===== src/rtl/gru_uart_pkg.sv =====
// Shared UART definitions for the GRU host link.
// Used by both the sample loader and the result transmitter.
package gru_uart_pkg;

  typedef enum logic [1:0] {
    ST_IDLE,
    ST_START,
    ST_DATA,
    ST_STOP
  } uart_state_e;

  // 50 MHz / 115200 baud
  localparam int CLKS_PER_BIT_115200 = 434;

  localparam int BYTES_PER_WORD = 4;

endpackage


===== src/rtl/uart_rx_byte.sv =====
// 8N1 receiver: RXD synchronizer, bit FSM and stop-bit check.
// Emits one-cycle byte_valid / byte_ferr pulses after each frame.
module uart_rx_byte
  import gru_uart_pkg::*;
#(
  parameter int CLKS_PER_BIT = CLKS_PER_BIT_115200
) (
  input  logic       clk,
  input  logic       rst_n,
  input  logic       rxd_i,
  output logic       byte_valid_o,
  output logic [7:0] byte_data_o,
  output logic       byte_ferr_o,
  output logic       busy_o
);

  localparam int CW = $clog2(CLKS_PER_BIT);
  localparam logic [CW-1:0] HALF = CW'(CLKS_PER_BIT / 2 - 1);
  localparam logic [CW-1:0] LAST = CW'(CLKS_PER_BIT - 1);

  uart_state_e   state_q, state_d;
  logic [CW-1:0] cnt_q, cnt_d;
  logic [2:0]    bit_q, bit_d;
  logic [7:0]    shreg_q, shreg_d;
  logic          brk_q, brk_d;
  logic          valid_q, valid_d;
  logic          ferr_q, ferr_d;
  logic          s1_q, s2_q;
  logic          rx;

  assign rx = s2_q;

  always_ff @(posedge clk or negedge rst_n) begin
    if (!rst_n) begin
      s1_q    <= 1'b1;
      s2_q    <= 1'b1;
      state_q <= ST_IDLE;
      cnt_q   <= '0;
      bit_q   <= '0;
      shreg_q <= '0;
      brk_q   <= 1'b0;
      valid_q <= 1'b0;
      ferr_q  <= 1'b0;
    end else begin
      s1_q    <= rxd_i;
      s2_q    <= s1_q;
      state_q <= state_d;
      cnt_q   <= cnt_d;
      bit_q   <= bit_d;
      shreg_q <= shreg_d;
      brk_q   <= brk_d;
      valid_q <= valid_d;
      ferr_q  <= ferr_d;
    end
  end

  always_comb begin
    state_d = state_q;
    cnt_d   = cnt_q;
    bit_d   = bit_q;
    shreg_d = shreg_q;
    brk_d   = brk_q;
    valid_d = 1'b0;
    ferr_d  = 1'b0;
    unique case (state_q)
      ST_IDLE: begin
        // after a bad stop, hold off until the line goes high again
        if (brk_q) begin
          if (rx) brk_d = 1'b0;
        end else if (!rx) begin
          state_d = ST_START;
          cnt_d   = '0;
          bit_d   = '0;
        end
      end
      ST_START: begin
        if (cnt_q == HALF) begin
          cnt_d   = '0;
          state_d = rx ? ST_IDLE : ST_DATA;
        end else begin
          cnt_d = cnt_q + CW'(1);
        end
      end
      ST_DATA: begin
        if (cnt_q == LAST) begin
          cnt_d   = '0;
          shreg_d = {rx, shreg_q[7:1]};
          bit_d   = bit_q + 3'd1;
          if (bit_q == 3'd7) state_d = ST_STOP;
        end else begin
          cnt_d = cnt_q + CW'(1);
        end
      end
      ST_STOP: begin
        if (cnt_q == LAST) begin
          cnt_d   = '0;
          state_d = ST_IDLE;
          if (rx) begin
            valid_d = 1'b1;
          end else begin
            ferr_d = 1'b1;
            brk_d  = 1'b1;
          end
        end else begin
          cnt_d = cnt_q + CW'(1);
        end
      end
      default: state_d = ST_IDLE;
    endcase
  end

  assign byte_valid_o = valid_q;
  assign byte_data_o  = shreg_q;
  assign byte_ferr_o  = ferr_q;
  assign busy_o       = (state_q != ST_IDLE);

endmodule


===== src/rtl/uart_sample_loader.sv =====
// Host sample loader: packs UART bytes little-endian into 32-bit
// words and strobes them with a sample-memory address.
module uart_sample_loader
  import gru_uart_pkg::*;
#(
  parameter int CLKS_PER_BIT = CLKS_PER_BIT_115200,
  parameter int NUM_WORDS    = 16,
  parameter int ADDR_W       = 4,
  parameter int TIMEOUT_CLKS = 50000
) (
  input  logic              CLOCK_50,
  input  logic              KEY,
  input  logic              UART_RXD,
  input  logic              rearm,
  output logic              word_valid,
  output logic [ADDR_W-1:0] word_addr,
  output logic [31:0]       word_data,
  output logic              load_done,
  output logic              frame_err,
  output logic              busy
);

  localparam int TW = $clog2(TIMEOUT_CLKS + 1);
  localparam logic [TW-1:0] TO_LAST = TW'(TIMEOUT_CLKS - 1);
  localparam logic [ADDR_W-1:0] LAST_ADDR = ADDR_W'(NUM_WORDS - 1);
  localparam logic [1:0] LAST_IDX = 2'(BYTES_PER_WORD - 1);

  logic              byte_valid;
  logic [7:0]        byte_data;
  logic              byte_ferr;
  logic              rx_busy;

  logic [1:0]        idx_q, idx_d;
  logic [31:0]       asm_q, asm_d;
  logic              wv_q, wv_d;
  logic [31:0]       wdata_q, wdata_d;
  logic [ADDR_W-1:0] addr_q, addr_d;
  logic              done_q, done_d;
  logic              ferr_q, ferr_d;
  logic [TW-1:0]     to_q, to_d;

  uart_rx_byte #(
    .CLKS_PER_BIT(CLKS_PER_BIT)
  ) u_rx (
    .clk         (CLOCK_50),
    .rst_n       (KEY),
    .rxd_i       (UART_RXD),
    .byte_valid_o(byte_valid),
    .byte_data_o (byte_data),
    .byte_ferr_o (byte_ferr),
    .busy_o      (rx_busy)
  );

  always_ff @(posedge CLOCK_50 or negedge KEY) begin
    if (!KEY) begin
      idx_q   <= '0;
      asm_q   <= '0;
      wv_q    <= 1'b0;
      wdata_q <= '0;
      addr_q  <= '0;
      done_q  <= 1'b0;
      ferr_q  <= 1'b0;
      to_q    <= '0;
    end else begin
      idx_q   <= idx_d;
      asm_q   <= asm_d;
      wv_q    <= wv_d;
      wdata_q <= wdata_d;
      addr_q  <= addr_d;
      done_q  <= done_d;
      ferr_q  <= ferr_d;
      to_q    <= to_d;
    end
  end

  always_comb begin
    idx_d   = idx_q;
    asm_d   = asm_q;
    wv_d    = 1'b0;
    wdata_d = wdata_q;
    addr_d  = addr_q;
    done_d  = done_q;
    ferr_d  = ferr_q;
    to_d    = to_q;

    // address saturates on the last sample
    if (wv_q && addr_q != LAST_ADDR) addr_d = addr_q + ADDR_W'(1);

    if (rx_busy || idx_q == 2'd0) begin
      to_d = '0;
    end else if (to_q == TO_LAST) begin
      to_d  = '0;
      idx_d = '0;
    end else begin
      to_d = to_q + TW'(1);
    end

    if (byte_ferr) begin
      ferr_d = 1'b1;
      idx_d  = '0;
    end else if (byte_valid) begin
      asm_d[{idx_q, 3'b000} +: 8] = byte_data;
      idx_d = idx_q + 2'd1;
      if (idx_q == LAST_IDX && !done_q) begin
        wv_d    = 1'b1;
        wdata_d = asm_d;
        if (addr_q == LAST_ADDR) done_d = 1'b1;
      end
    end

    if (rearm) begin
      idx_d  = '0;
      addr_d = '0;
      done_d = 1'b0;
      ferr_d = 1'b0;
      wv_d   = 1'b0;
      to_d   = '0;
    end
  end

  assign word_valid = wv_q;
  assign word_addr  = addr_q;
  assign word_data  = wdata_q;
  assign load_done  = done_q;
  assign frame_err  = ferr_q;
  assign busy       = rx_busy;

endmodule


===== config.mk =====
export PLATFORM = sky130hd
export DESIGN_NAME = uart_sample_loader
export DESIGN_NICKNAME = d
export VERILOG_FILES = /design/src/rtl/gru_uart_pkg.sv /design/src/rtl/uart_rx_byte.sv /design/src/rtl/uart_sample_loader.sv
export SDC_FILE = /design/constraint.sdc
export NUM_CORES = 1
export LEC_CHECK = 0
export CORE_MARGIN = 3
export CORE_UTILIZATION = 30
export CTS_CLUSTER_DIAMETER = 150
export DETAILED_ROUTE_END_ITERATION = 12
export SLEW_MARGIN = 20
export SYNTH_ARGS = -nofsm -noshare
export SYNTH_HDL_FRONTEND = slang
export SYNTH_HIERARCHICAL = 1
export SYNTH_SLANG_ARGS = --single-unit

===== constraint.sdc =====
create_clock -name CLOCK_50 -period 3.8 [get_ports CLOCK_50]
set_clock_uncertainty 0.05 [all_clocks]
set_input_delay 0.57 -clock CLOCK_50 [delete_from_list [all_inputs] [get_ports CLOCK_50]]
set_output_delay 0.57 -clock CLOCK_50 [all_outputs]
set_load 0.02 [all_outputs]

Word level (Yosys, flattened, before mapping)
Index checks and enable logic that the tools add are counted.
{ "classes": {"multipliers": 0, "shift": 2, "n_reduce_logical": 25, "n_lt_le_gt_ge": 0, "eq_ne": 19, "muxes": 49, "div": 0, "n_addsub": 6, "bitwise": 1} }
{ "ops": {"columns": ["operator", "count"], "rows": [
  ["$mux W16", 3],
  ["$mux W9", 4],
  ["$bwmux W32", 1],
  ["$shift A8 B7 Y32 const A", 1],
  ["$shiftx A8 B7 Y32", 1],
  ["$pmux W9 S3", 1],
  ["$mux W2", 12],
  ["$mux W1", 20],
  ["$add A16 B1 Y16 const B", 1],
  ["$eq A16 B16 Y1 const B", 1],
  ["$reduce_bool A2 Y1", 8],
  ["$add A9 B1 Y9 const B", 1],
  ["$eq A9 B8 Y1 const B", 1],
  ["$eq A9 B9 Y1 const B", 1],
  ["$mux W3", 3],
  ["$mux W4", 2],
  ["$ne A2 B1 Y1 const B", 4],
  ["$ne A2 B2 Y1 const B", 4],
  ["$pmux W2 S4", 1],
  ["$reduce_and A2 Y1", 4],
  ["$reduce_and A4 Y1", 2],
  ["$neg A5 Y7", 1],
  ["$eq A2 B2 Y1 const B", 3],
  ["$pmux W3 S2", 1],
  ["other kinds (18)", 21]
]} }
{ "totals": {"ff_bits": 116, "latchBits": 0, "mem_bits_rw": 0, "word_cells": 119, "mem_count": 0, "mem_bits_ro": 0} }

Depth between registers and ports, before layout
Gate-level depths: netlist of run 1.
{ "logic_depth": {"word_depth": 6, "mapped_depth": 8} }

Modules after synthesis
Netlist of run 1, hierarchy kept.
{ "by_module_without_submodules": {"columns": ["module", "cells_per_inst", "area_per_inst_um2", "n_inst", "seq_area_each_um2"], "rows": [
  ["uart_sample_loader", 341, 3565.9, 1, 2026.9],
  ["uart_rx_byte", 127, 1321.3, 1, 678.2]
]} }

Least setup slack after synthesis of run 1
No wires, ideal clock.
{ "synth_path": {"path_kind": "flip-flop to flip-flop", "from": "reg idx_q[0]", "to": "reg asm_q[16]", "stages_incl_launch_ff": 8, "required_ns": 3.684, "setup_slack_ns": 1.878, "arrival_ns": 1.806, "n_path_buf": 1, "path_cell_list": "dfrtp_1 > inv_2 > ha_1 > clkinv_1 > nor4b_4 > and2_1 > buf_4 > a22o_1"} }
{ "synth_via": {"elab_chain_len": 3} }
{ "synth_rtl": {"columns": ["element", "line", "text"], "rows": [
  ["start, declared", "uart_sample_loader.sv:33", "logic [1:0] idx_q, idx_d;"],
  ["start signal, assigned", "uart_sample_loader.sv:65", "idx_q <= idx_d;"],
  ["$neg A5 Y7 *", "uart_sample_loader.sv:102", "asm_d[{idx_q, 3'b000} +: 8] = byte_data;"],
  ["$shiftx A8 B7 Y32 or $shift A8 B7 Y32 (tied branches)", "uart_sample_loader.sv:102", null],
  ["$bwmux W32 *", "uart_sample_loader.sv:102", null],
  ["end signal, assigned", "uart_sample_loader.sv:66", "asm_q <= asm_d;"],
  ["end, declared", "uart_sample_loader.sv:34", "logic [31:0] asm_q, asm_d;"]
]} }
Every way passes the cells marked *; elsewhere a longest branch is shown, timed or not.
A chain may end at the register's enable or synchronous reset.

Worst setup path in the final report of run 1
{ "layout_path": {"from": "reg u_rx.state_q[0]", "to": "out busy"} }
{ "layout_via": {"elab_chain_len": 1} }
{ "layout_rtl": {"columns": ["element", "line", "text"], "rows": [
  ["start, declared", "uart_rx_byte.sv:21", "uart_state_e state_q, state_d;"],
  ["start signal, assigned", "uart_rx_byte.sv:47", "state_q <= state_d;"],
  ["$reduce_bool A2 Y1", "uart_rx_byte.sv:115", "assign busy_o = (state_q != ST_IDLE);"],
  ["end, declared", "uart_sample_loader.sv:20", "output logic busy"]
]} }
Every way passes these cells.

==> results_dict.tcl, run 1 <==
set metrics [dict create \
    outcome "complete, no violations" \
    async_flop_share 1.00 \
    cts.sinks 108 \
    post-route-drc-count 0 \
    hold-worst-slack_ns 0.204 \
    rsz0062_at_grt "no" \
    antenna_found_initial 0 \
    finalPower_mw 2.20 \
    synth_nets 484 \
    layout_min_cycle_time_ns 2.42 \
    synth_edf_count 0 \
    die_h_um 134 \
    numCtsBuffers 9 \
    avgSynthCellArea_um2 10.4 \
    clk_latency_ns 0.35 \
    vias 3599 \
    placed_cells 704 \
    grt_use_total 0.123 \
    hold_class "primary input to async pin" \
    synth.area.mux_share 0.0205 \
    grt_pass1_wl_um 17800 \
    initial_core_util 0.308 \
    port_buffers 43 \
    dr.pass1.iters 5 \
    clkTransAtPathRegs_ns 0.07 \
    vdd_ir_drop_max_uv 241 \
    dp_slack_ns 1.47 \
    place_congestion 0.804 \
    wl_per_cell_um 14.5 \
    ys_seq_area_frac 0.554 \
    wl_um 10500 \
    period_share 0.637 \
    grt_use_met1 0.166 \
    grt_overflow 0 \
    nets 515 \
    core_um2 15900 \
    globalRouteMet2Util 0.189 \
    hpwl_um 7180 \
    hold_viol 0 \
    layout_commonest_cell "dfrtp_1" \
    grt_busiest_layer "met2" \
    finalSetupTns_ns 0 \
    yosysUniqueCellTypes 52 \
    max_slew_margin 0.459 \
    vias_per_cell 5.00 \
    worstSetupPathType "flip-flop to output port" \
    synth_top_family_by_area "simple AND/OR/NAND/NOR gates" \
    cts_resized 0 \
    drive_gt1_frac 0.0794 \
    drv_slew 0 \
    required_ns 3.18 \
    fillers 1603 \
    synth_compound_area_frac 0.121 \
    timing.final.ws_setup_ns 1.38 \
    die-area_um2 17900 \
    grt_start_max_net_pins 57 \
    final_cell_mix "dfrtp_1, nor2_1, nand2_1" \
    cp-start-kind "flip-flop" \
    fmax_ghz 0.413 \
    setup_violations 0 \
    antenna_cells 0 \
    tritoncts "done" \
    p_leak_nw 2.51 \
    tightestPinTransition_ns 0.811 \
    ctsHoldBuffers 0 \
    row_count 46 \
    cts_root_buf "clkbuf_16" \
    crit_arrival_ns 1.80 \
    clock_path_buffers 2 \
    drtIter0Drc 315 \
    ios 44 \
    die_w_um 134 \
    p_per_area_nw_per_um2 377 \
    netlist_area_um2 4890 \
    critPathCaptureType "output port" \
    grt_pass1_vias 3517 \
    grtUsageMet3 0.0378 \
    synth-xor-area-share 0.0341 \
    synthAdderAreaFrac 0.0307 \
    post-cts-setup-buffers 0 \
    synthFlopType "dfrtp_1" \
    synthSimpleGateAreaFrac 0.206 \
    final_antenna_net_count 0 \
    synthCells 468 \
    htreeDepth 3 \
    synth-seq-cells 108 \
    areaGrowthSynthToFinish_pct 19.2 \
    drv_cap 0 \
    instances_no_fill 720 \
    yosysWarningCount 6 \
    critPathMaxFanout 9 \
]
-- power by group --
group | total (mW) | switching [mW] | leakage (nW) | internal (mW)
sequential | 1.15 | 0.000949 | 1.49 | 1.15
combinational | 0.0309 | 0.0256 | 0.860 | 0.00535
clock | 1.02 | 0.417 | 0.161 | 0.600
total | 2.20 | 0.444 | 2.51 | 1.76
-- critical path, stage by stage (launching register included) --
cell and delay (ns):
dfrtp_1 0.47, or2_2 0.40, clkdlybuf4s50_1 0.57
-- cells by family (layout without fill, tap and decap cells) --
group | Yosys count | after routing
AOI/OAI and AO/OA | 75 | 75
xor gates and xnor gates | 19 | 19
adders and majority gates | 12 | 12
buffers and inverters | 39 | 75
DFF | 108 | 108
muxes | 9 | 9
and+or+nand+nor | 206 | 206
-- routing by layer --
metal | wire length, um | vias to the layer above | part of all wire
met4 | 233 | 0 | 0.022
met3 | 553 | 20 | 0.053
met5 | 0 | - | 0
li1 | - | 1708 | -
met1 | 4940 | 1786 | 0.47
met2 | 4730 | 85 | 0.45
-- worst paths after layout --
path / from / endpoint / slack [ns] / cells past startpoint
worst max-delay path: u_rx/state_q[0] / busy / 1.38 / 2
worst min-delay path: KEY / asm_q[13] / 0.20 / 1
worst max register to register: idx_q[0] / asm_q[20] / 1.43 / 6
worst min register to register: u_rx/s1_q / u_rx/rx / 0.31 / 0
max in group asynchronous: KEY / u_rx/s1_q / 2.71 / 2
min in group CLOCK_50: u_rx/s1_q / u_rx/rx / 0.31 / 0
-- state kept, by name, indices dropped and copies added (netlist names), named ones only --
name / flops
asm_q: 24
frame_err: 1
idx_q: 2
load_done: 1
to_q: 16
u_rx/bit_q: 3
u_rx/brk_q: 1
u_rx/byte_data_o: 8
u_rx/byte_ferr_o: 1
u_rx/byte_valid_o: 1
u_rx/cnt_q: 9
u_rx/rx: 1
u_rx/s1_q: 1
u_rx/state_q: 1
word_addr: 4
word_data: 32
word_valid: 1
-- Yosys cell counts, drive strengths merged, types with 5 or more instances --
| library cell | count | area, um^2 |
|---|---|---|
| a221oi | 24 | 210 |
| a22o | 24 | 210 |
| buf | 18 | 91.3 |
| clkbuf | 8 | 30.0 |
| dfrtp | 106 | 2650 |
| ha | 12 | 150 |
| inv | 12 | 45.0 |
| mux2 | 8 | 90.1 |
| nand2 | 50 | 188 |
| nand3 | 23 | 115 |
| nand4 | 5 | 31.3 |
| nor2 | 84 | 323 |
| nor3 | 8 | 50.1 |
| nor4 | 8 | 56.3 |
| o21ai | 12 | 60.1 |
| xnor2 | 12 | 105 |
| xor2 | 7 | 61.3 |
-- per-stage QoR --
step / cell area (um^2) / util
6_report: 5830 / 0.367
3_5_place_dp: 5500 / 0.346
2_1_floorplan: 4890 / -
5_1_grt: 5830 / 0.367
4_1_cts: 5830 / 0.367
3_3_place_gp: 5500 / 0.346
-- cell type report --
| type | count | area [um^2] | share of cell area |
|---|---|---|---|
| repair buffers | 46 | 463 | 0.0795 |
| clock inverters | 5 | 82.6 | 0.0142 |
| multi-input cells | 321 | 2010 | 0.346 |
| flip-flops and latches | 108 | 2710 | 0.464 |
| well taps | 216 | 270 | 0.0464 |
| inverters | 13 | 48.8 | 0.00837 |
| clock buffers | 11 | 243 | 0.0417 |
No activity file was read; power rests on OpenSTA's default activity.
==> inputs of run 2 (changes only) <==
Clock period 3.8 ns to 2.1 ns, I/O delays scaled along.
==> run 2 against run 1 <==
Worst setup slack lost 1.2 ns. Count of clock-buffer cells in the layout stayed put. Combinational power grew 100%. First-iteration DRC count up 11%. Worst hold slack improved by 0.11 ns. Critical path depth grew 4. Cell area up 1.6%. Die area unchanged. Sequential power rose by 81%. Critical path type is now flip-flop to flip-flop. Largest power group unchanged.
==> results_dict.tcl, run 2 (same netlist as run 1, synthesis figures left out) <==
set metrics [dict create \
    grt_overflow 0 \
    required_ns 2.27 \
    wl_per_cell_um 14.4 \
    row_count 46 \
    vdd_ir_drop_max_uv 385 \
    crit_arrival_ns 2.14 \
    cts_root_buf "clkbuf_16" \
    grt_pass1_vias 3579 \
    dr.pass1.iters 4 \
    wl_um 10600 \
    fillers 1618 \
    rsz0062_at_grt "no" \
    hold-worst-slack_ns 0.312 \
    tritoncts "done" \
    cts.sinks 108 \
    final_antenna_net_count 0 \
    areaGrowthSynthToFinish_pct 21.1 \
    post_dp_cell_area_um2 5600 \
    regArea_um2 2710 \
    nets 529 \
    drive_gt1_frac 0.112 \
    largest_register_ffs 32 \
    die_w_um 134 \
    p_leak_nw 2.55 \
    critPathMaxFanout 9 \
    post-route-util 0.373 \
    cp-start-kind "flip-flop" \
    grt_pass1_wl_um 18200 \
    max_slew_margin 0.688 \
    outcome "complete, no violations" \
    period_share 0.937 \
    port_buffers 43 \
    hpwl_um 7320 \
    layout_min_cycle_time_ns 1.97 \
    clkTransAtPathRegs_ns 0.07 \
    antenna_cells 0 \
    initial_core_util 0.308 \
    finalPower_mw 3.77 \
    clk_latency_ns 0.35 \
    post-route-drc-count 0 \
    drtIter0Drc 349 \
    layout_commonest_cell "dfrtp_1" \
    vias 3595 \
    antenna_found_initial 0 \
    p_per_area_nw_per_um2 637 \
    finalSetupTns_ns 0 \
    grt_start_max_net_pins 54 \
    ios 44 \
    fmax_ghz 0.508 \
    die_h_um 134 \
    multiInputGateArea_um2 2040 \
    critPathCaptureType "flip-flop" \
    worstSetupPathType "flip-flop to flip-flop" \
    core_um2 15900 \
    hold_viol 0 \
    setup_violations 0 \
    final_cell_mix "dfrtp_1, nor2_1, nand2_1" \
    hold_class "flip-flop to flip-flop" \
    numCtsBuffers 9 \
    grt_use_total 0.124 \
    tightestPinTransition_ns 0.467 \
    die-area_um2 17900 \
    htreeDepth 3 \
    place_congestion 0.789 \
    drv_cap 0 \
    design_area_um2 5920 \
    clock_path_buffers 2 \
    vias_per_cell 4.90 \
    drv_slew 0 \
]
[run 2: per-layer routing]
metal / vias up / wire (um) / global-route usage / part of all wire
li1: 1744 / - / - / -
met1: 1764 / 4900 / 0.163 / 0.46
met2: 76 / 5120 / 0.203 / 0.48
met3: 11 / 471 / 0.0310 / 0.045
met4: 0 / 85 / 0.0349 / 0.0080
met5: - / 0 / 0 / 0
[run 2: through the flow]
| step | cells | worst slack, ns |
|---|---|---|
| 6_report | 734 | 0.133 |
| 5_1_grt | 734 | 0.00930 |
| 4_1_cts | 734 | 0.0267 |
| 3_5_place_dp | 717 | 0.0529 |
| 3_3_place_gp | 717 | 0.0958 |
| 2_1_floorplan | 468 | 0.178 |
[run 2: final timing paths]
kind | endpoint | slack, ns | from | cells after the start
setup / recovery | u_rx/cnt_q[8] | 0.13 | u_rx/cnt_q[1] | 6
hold / removal | u_rx/rx | 0.31 | u_rx/s1_q | 0
setup reg to reg | u_rx/cnt_q[8] | 0.13 | u_rx/cnt_q[1] | 6
hold reg to reg | u_rx/rx | 0.31 | u_rx/s1_q | 0
max in group asynchronous | word_addr[3] | 1.03 | KEY | 3
min in group asynchronous | asm_q[9] | 0.37 | KEY | 2
[run 2: cell type report]
type,count,share of cell area
repair buffers,60,0.0962
multi-input cells,321,0.344
well taps,216,0.0456
clock buffers,11,0.0410
clock inverters,5,0.00740
flip-flops and latches,108,0.457
inverters,13,0.00824
[run 2: critical path: stages, from the launching register on]
cell and delay [ns]:
dfrtp_1 0.42, inv_1 0.09, ha_1 0.13, or4b_1 0.46
o311a_4 0.38, o221ai_2 0.20, o211ai_1 0.11
[run 2: what timing repair did]
action                                 CTS  global route
pin swaps                                0             1
resized for setup                        1             7
buffers inserted                         0             0
hold buffers                             1             0
endpoints found under the hold margin   21             0
setup endpoints to repair                1            50
[run 2: report_power, final]
group	switching, mW	internal, mW	leakage (nW)
logic	0.0479	0.0146	0.932
registers	0.00166	2.08	1.49
clock network	0.769	0.854	0.135
==> inputs of run 3 (changes only) <==
Settings changed: RECOVER_POWER set to 100.
==> run 3 against run 2 <==
Routed wire length decreased by 0.78%. Combinational power fell by 12%. Core utilization down 0.23 points. Flip-flop and latch count did not move. Die area is the same. Critical path depth decreased by 1. Sequential power about the same. First-iteration DRC count increased by 7.2%. Fmax down 0.11%. Non-clock buffer count unchanged. Worst hold slack about the same. Largest cell class unchanged.
==> results_dict.tcl, run 3 (same netlist as run 1, synthesis figures left out) <==
set metrics [dict create \
    post-route-util 0.370 \
    critPathCaptureType "flip-flop" \
    grt_pass1_vias 3579 \
    vdd_ir_drop_max_uv 384 \
    drv_slew 0 \
    areaGrowthSynthToFinish_pct 20.4 \
    max_slew_margin 0.509 \
    place_congestion 0.789 \
    vias_per_cell 4.91 \
    nets 529 \
    antenna_cells 0 \
    crit_path_top_delay_cell "or2_2" \
    antenna_found_initial 0 \
    vias 3603 \
    port_buffers 43 \
    clock_path_buffers 2 \
    layout_commonest_cell "dfrtp_1" \
    design_area_um2 5880 \
    initial_core_util 0.308 \
    final_antenna_net_count 0 \
    die-area_um2 17900 \
    wl_per_cell_um 14.3 \
    wl_um 10500 \
    fillers 1627 \
    dr.pass1.iters 4 \
    numCtsBuffers 9 \
    core_um2 15900 \
    p_leak_nw 2.67 \
    grt_start_max_net_pins 54 \
    setup_violations 0 \
    post_dp_cell_area_um2 5600 \
    drive_gt1_frac 0.102 \
    die_h_um 134 \
    finalSetupTns_ns 0 \
    largest_register_ffs 32 \
    drtIter0Drc 374 \
    hold_class "flip-flop to flip-flop" \
    path_cells "ha_1, nand3b_1, or2_2, a221oi_1, nor2_1" \
    outcome "complete, no violations" \
    grt_pass1_wl_um 18200 \
    die_w_um 134 \
    cp_slowest_stage_delay_ns 0.54 \
    tritoncts "done" \
    post-cts-setup-buffers 0 \
    cp-start-kind "flip-flop" \
    final_cell_mix "dfrtp_1, nor2_1, nand2_1" \
    hold_viol 0 \
    p_per_area_nw_per_um2 640 \
    period_share 0.938 \
    row_count 46 \
    clkTransAtPathRegs_ns 0.07 \
    fmax_ghz 0.508 \
    grt_use_total 0.124 \
    ff2ff_path_depth 5 \
    drv_cap 0 \
    htreeDepth 3 \
    hold_depth 0 \
    ios 44 \
    worstSetupPathType "flip-flop to flip-flop" \
    critPathMaxFanout 33 \
    post-route-drc-count 0 \
    cts.sinks 108 \
    layout_min_cycle_time_ns 1.97 \
    grt_overflow 0 \
    hpwl_um 7320 \
    crit_arrival_ns 2.15 \
    cts_root_buf "clkbuf_16" \
    clk_latency_ns 0.35 \
    tightestPinTransition_ns 0.736 \
    required_ns 2.28 \
    rsz0062_at_grt "no" \
]
[run 3: cell types whose count changed in the layout (fill, tap and decap cells not counted), sizes merged]
cell,change
clkdlybuf4s50,-40
dlygate4sd3,+40
buf,-7
clkbuf,+7
[run 3: power breakdown]
group | internal [mW] | leakage [nW] | switching, mW
clock network | 0.855 | 0.135 | 0.774
registers | 2.08 | 1.49 | 0.00165
logic | 0.00856 | 1.05 | 0.0468
[run 3: cell type report]
| type | count | area [um^2] | area share |
|---|---|---|---|
| Clock inverter | 5 | 43.8 | 0.00744 |
| Timing Repair Buffer | 60 | 538 | 0.0914 |
| Clock buffer | 11 | 243 | 0.0413 |
| Tap cell | 216 | 270 | 0.0459 |
| Inverter | 13 | 48.8 | 0.00829 |
| Sequential cell | 108 | 2710 | 0.460 |
| Multi-Input combinational cell | 321 | 2030 | 0.346 |
[run 3: stage by stage]
stage | std cells | total power, mW | worst slack [ns] | hold WS [ns]
floorplan | 468 | 2.13 | 0.178 | -0.0306
global placement | 717 | 2.19 | 0.0958 | 0.193
detailed placement | 717 | 2.19 | 0.0529 | 0.201
CTS | 734 | 3.84 | 0.0267 | 0.310
global route | 734 | 3.93 | 0.00490 | 0.312
finish | 734 | 3.77 | 0.131 | 0.312
[run 3: metal layers]
metal	part of all wire	GRT usage	vias up	routed length, um
met1	0.47	0.163	1774	4930
met3	0.041	0.0310	8	428
met2	0.48	0.203	67	5040
met4	0.0085	0.0349	0	89
met5	0	0	-	0
li1	-	-	1754	-
[run 3: critical path: cells and delay by family (launching register included)]
family                   cells  cell delay (ns)
AO/OA/AOI/OAI                1             0.39
AND/OR/NAND/NOR              3             0.74
adder cells (fa/ha/maj)      1             0.20
flip-flops                   1             0.45
[run 3: path summary, 6_finish.rpt]
path                       startpoint       endpoint  slack (ns)
min in group asynchronous         KEY       asm_q[8]        0.47
min reg2reg                 u_rx/s1_q        u_rx/rx        0.31
max reg2reg                  idx_q[0]   word_data[6]        0.13
min                         u_rx/s1_q        u_rx/rx        0.31
max in group asynchronous         KEY  u_rx/cnt_q[2]        0.32
max                          idx_q[0]   word_data[6]        0.13
[run 3: timing repair]
item	in CTS	in global routing
hold buffers	1	0
gates resized for setup	1	7
endpoints found under the setup margin	1	50
hold endpoints to repair	21	0
pin swaps	0	1
